`src/rtl/mul_issue_controller_pkg.sv`:
```
// Shared types for the integer multiply issue path: op encoding, data widths,
// and the pipeline stage record carried from S1 to SL.
package mul_issue_controller_pkg;

    localparam int unsigned MUL_LATENCY_DEFAULT = 3;
    localparam int unsigned TAG_WIDTH_MAX       = 16;

    typedef enum logic [1:0] {
        MUL    = 2'd0,
        MULH   = 2'd1,
        MULHSU = 2'd2,
        MULHU  = 2'd3
    } MulOp;

    typedef logic [31:0] BasicData;
    typedef logic [65:0] MulDivResult;

    // S1 payload packs {2'b00, op1, op2}; S2..SL payload is the 66-bit product.
    typedef struct packed {
        logic                     valid;
        MulOp                     op;
        logic [TAG_WIDTH_MAX-1:0] tag;
        MulDivResult              payload;
    } mul_stage_t;

    // Returns {signOp1, signOp2}.
    function automatic logic [1:0] sign_config(MulOp op);
        case (op)
            MULH:    return 2'b11;
            MULHSU:  return 2'b10;
            default: return 2'b00;
        endcase
    endfunction

endpackage

```
`src/rtl/mul_issue_controller_multiplier.sv`:
```
// Shared Multiplier primitive: 33x33 signed product of sign-controlled operands.
module mul_issue_controller_multiplier
    import mul_issue_controller_pkg::*;
(
    input  BasicData    op1,
    input  BasicData    op2,
    input  logic        signOp1,
    input  logic        signOp2,
    output MulDivResult product
);

    logic signed [32:0] a;
    logic signed [32:0] b;
    logic signed [65:0] a_ext;
    logic signed [65:0] b_ext;

    assign a     = {signOp1 & op1[31], op1};
    assign b     = {signOp2 & op2[31], op2};
    assign a_ext = 66'(a);
    assign b_ext = 66'(b);
    assign product = a_ext * b_ext;

endmodule

```
`src/rtl/mul_issue_controller.sv`:
```
// Multiply issue controller: valid/ready accept into S1, product registered in S2,
// pass-through to SL, result-half select, with global stall and flush.
module mul_issue_controller
    import mul_issue_controller_pkg::*;
#(
    parameter int unsigned MUL_LATENCY = MUL_LATENCY_DEFAULT,
    parameter int unsigned TAG_WIDTH   = 6
)
(
    input  logic                 clk,
    input  logic                 rst,
    input  logic                 flush,
    input  logic                 reqValid,
    output logic                 reqReady,
    input  MulOp                 reqOp,
    input  BasicData             reqOp1,
    input  BasicData             reqOp2,
    input  logic [TAG_WIDTH-1:0] reqTag,
    output logic                 respValid,
    input  logic                 respReady,
    output BasicData             respData,
    output logic [TAG_WIDTH-1:0] respTag
);

    if (MUL_LATENCY < 2 || TAG_WIDTH > TAG_WIDTH_MAX || TAG_WIDTH < 1) begin : g_bad_param
        $error("mul_issue_controller: illegal MUL_LATENCY or TAG_WIDTH");
    end

    mul_stage_t  s1;
    mul_stage_t  stage [2:MUL_LATENCY];
    mul_stage_t  last;
    logic        advance;
    logic        accept;
    logic        signOp1;
    logic        signOp2;
    MulDivResult product;
    logic        unused_bits;

    assign last     = stage[MUL_LATENCY];
    assign advance  = !last.valid || respReady;
    assign reqReady = advance && !flush && !rst;
    assign accept   = reqValid && reqReady;

    // Data fields load on every advance; only valid needs clearing on flush/reset.
    always_ff @(posedge clk) begin
        if (rst || flush) begin
            s1.valid <= 1'b0;
        end else if (advance) begin
            s1.valid   <= accept;
            s1.op      <= reqOp;
            s1.tag     <= TAG_WIDTH_MAX'(reqTag);
            s1.payload <= {2'b00, reqOp1, reqOp2};
        end
    end

    assign {signOp1, signOp2} = sign_config(s1.op);

    mul_issue_controller_multiplier u_multiplier (
        .op1     (s1.payload[63:32]),
        .op2     (s1.payload[31:0]),
        .signOp1 (signOp1),
        .signOp2 (signOp2),
        .product (product)
    );

    for (genvar k = 2; k <= MUL_LATENCY; k++) begin : g_stage
        mul_stage_t r;
        mul_stage_t src;

        if (k == 2) begin : g_first
            assign src = '{valid: s1.valid, op: s1.op, tag: s1.tag, payload: product};
        end else begin : g_pass
            assign src = stage[k-1];
        end

        always_ff @(posedge clk) begin
            if (rst || flush) begin
                r.valid <= 1'b0;
            end else if (advance) begin
                r <= src;
            end
        end

        assign stage[k] = r;
    end

    assign respValid = last.valid;
    assign respData  = (last.op == MUL) ? last.payload[31:0] : last.payload[63:32];
    assign respTag   = last.tag[TAG_WIDTH-1:0];

    assign unused_bits = ^{s1.payload[65:64], last.payload[65:64], last.tag};

endmodule
```
`config.mk`:
```
export PLATFORM = sky130hd
export DESIGN_NAME = mul_issue_controller
export DESIGN_NICKNAME = d
export VERILOG_FILES = /design/src/rtl/mul_issue_controller_pkg.sv /design/src/rtl/mul_issue_controller_multiplier.sv /design/src/rtl/mul_issue_controller.sv
export SDC_FILE = /design/constraint.sdc
export NUM_CORES = 2
export LEC_CHECK = 0
export CORE_AREA = 4 4 361 221
export DETAILED_ROUTE_END_ITERATION = 7
export DIE_AREA = 0 0 365 225
export HOLD_SLACK_MARGIN = 0.08
export PLACE_DENSITY = 0.79
export SLEW_MARGIN = 20
export SYNTH_ARGS = -nofsm -noshare
export SYNTH_HDL_FRONTEND = slang
export SYNTH_SLANG_ARGS = --single-unit
```
`constraint.sdc`:
```
create_clock -name clk -period 21.3 [get_ports clk]
set_input_delay 4.26 -clock clk [delete_from_list [all_inputs] [get_ports clk]]
set_output_delay 4.26 -clock clk [all_outputs]
set_load 0.005 [all_outputs]
```
==> reports/metrics.yaml <==
cts.path.max_buffers: 3
cp.arrival_ps: 5500
drive_above_1_share: 0.0361
place_hpwl_um: 91400
die_w_um: 365
rows: 79
cap_violations: 0
wl_um: 119000
final.setup.tns_ps: 0
clock_latency_ps: 600
synth_cell_types: 58
cts_root_buffer: "clkbuf_16"
n_antenna_cell: 0
cp_max_fo: 5
synth.area.top_cells: "fa_1 50%, edfxtp_1 14%, inv_1 10%"
synth-async-reset-ratio: 0
clk_pin_slew_ps: 60
min_period_ps: 9760
drtIter0Drc: 3025
dr_total_vias: 30800
cts_resized: 0
grt_antenna_before_repair: 1
yosys.area.top_type: "fa_1"
finalNetCount: 5890
hp-start: "g_stage[2].src[70]"
grt.met1_usage: 0.450
synth_ff_type: "edfxtp_1"
grtUsageTotal: 0.306
numCtsBuffers: 25
coreArea_um2: 76600
fin_skew_ps: 17.3
fmax_mhz: 102
area_growth_pct: 6.53
worstReg2RegStart: "s1[63]"
met3_usage: 0.169
finalCritPeriodShare: 0.458
cts_max_level: 1
viasPerCell: 5.59
grt_start_max_net_pins: 77
end_kind: "output pin"
cts_tree: "done"
met2_usage: 0.403
setup_viol: 0
synth-edff-count: 216
io_pins: 117
relSlewSlack: 0.349
dp.cells: 5459
slew_viol_final: 0
required_ps: 17040
grt_pass1_vias: 33100
final_antenna_net_count: 0
drc_errors: 0
postCtsHoldBufs: 0
critPathKind: "in -> out"
start_util: 0.584
busiest_layer: "met1"
grt_setup_unrepaired: "no"
fin_cells: 5505
synth_cells: 4482
grt-ovfl-total: 0
critPathLaunch: "flush"
synth.top_cell.area_share: 0.503
status: "finished, final reports clean"
grt_first_pass_wirelength_um: 191000
synth_nets: 5897
portBuffers: 116
cts_setup_buffers: 0
die_h_um: 225
hold_violations: 0
tightest_slew_ps: 977
utilization: 0.622
dr.pass1.iters: 6
synth_area_um2: 44700
yosysSeqAreaShare: 0.146
critPathLaunchType: "input port"
cts.sinks: 219
hp-class: "reg -> reg"
dieArea_um2: 82100
gp_congestion: 1.02
synth-seq-cells: 219
wl_per_cell_um: 21.7
syn_area_per_cell_um2: 9.98
ys_warn_count: 0
-- placed cells by master (no fill, tap or decap), types with 32 or more instances in the layout --
cell | synthesis | routed
inv_1 | 1193 | 1193
fa_1 | 1125 | 1124
nand2_1 | 822 | 822
and2_1 | 272 | 272
edfxtp_1 | 216 | 216
ha_1 | 213 | 213
clkdlybuf4s50_1 | 0 | 116
buf_4 | 6 | 70
a21oi_1 | 60 | 60
xnor2_1 | 58 | 58
nor2_1 | 49 | 48
a21o_1 | 39 | 39
mux2_2 | 32 | 32
-- final timing paths --
kind / end / slack (ps) / depth (start not counted)
worst max-delay path: reqReady / 11540 / 3
worst min register to register: g_stage[2].r[70] / 410 / 0
worst min-delay path: g_stage[2].r[70] / 410 / 0
worst max register to register: g_stage[2].r[62] / 12200 / 27
-- area by class of cell --
class / count / area [um2]
multi-input cells: 2849 / 32900
fillers: 6014 / 28900
flip-flops and latches: 219 / 6550
inverters: 1193 / 4480
repair buffers: 187 / 1710
well taps: 1012 / 1270
clock buffers: 29 / 641
clock inverters: 16 / 144
-- flip-flops by register name (all words and copies together), names as in the netlist --
name         flops
g_stage.src      9
respValid        1
g_stage.r      139
respTag          6
s1              64
-- cell usage after synthesis (all sizes together) (3+ instances only) --
cell / count
dfxtp: 3
buf: 8
inv: 1193
o211ai: 8
nand2: 822
a21boi: 4
nor2: 49
o21ai: 36
clkbuf: 213
a21o: 39
nand2b: 5
o21a: 6
edfxtp: 216
nor3: 6
a211oi: 4
nor2b: 11
and2: 272
or2: 10
nand4: 7
nand3: 8
ha: 213
a31oi: 9
and3: 6
fa: 1125
xor2: 20
o21bai: 9
xnor2: 58
mux2: 32
a21oi: 61
-- per-layer routing --
metal	part of all wire	routed length (um)
met1	0.41	48400
met2	0.39	46500
met3	0.18	21800
met4	0.021	2490
met5	0.00075	90
-- stage by stage --
step | area [um2] | hold WS (ps) | setup slack, ps
2_1_floorplan | 44700 | 400 | 1140
3_3_place_gp | 46800 | 400 | 11520
3_5_place_dp | 46800 | 405 | 11530
4_1_cts | 47600 | 416 | 11530
5_1_grt | 47700 | 417 | 11490
6_report | 47700 | 412 | 11540
-- critical path, cell delays in order --
cell and delay, ps:
clkdlybuf4s50_1 490, nor3_1 220, clkdlybuf4s50_1 530
-- cells by family after synthesis --
group | Yosys count | synth area share
adder cells (fa/ha/maj) | 1338 | 0.563
AO/OA/AOI/OAI | 195 | 0.0282
buffers and inverters | 1414 | 0.119
AND/OR/NAND/NOR | 1204 | 0.119
multiplexers | 34 | 0.00850
XOR/XNOR | 78 | 0.0153
flip-flops | 219 | 0.146
Power is left out: the tool's default activity adds up to more than one toggle a clock period on the data nets, which glitch-free logic cannot reach.
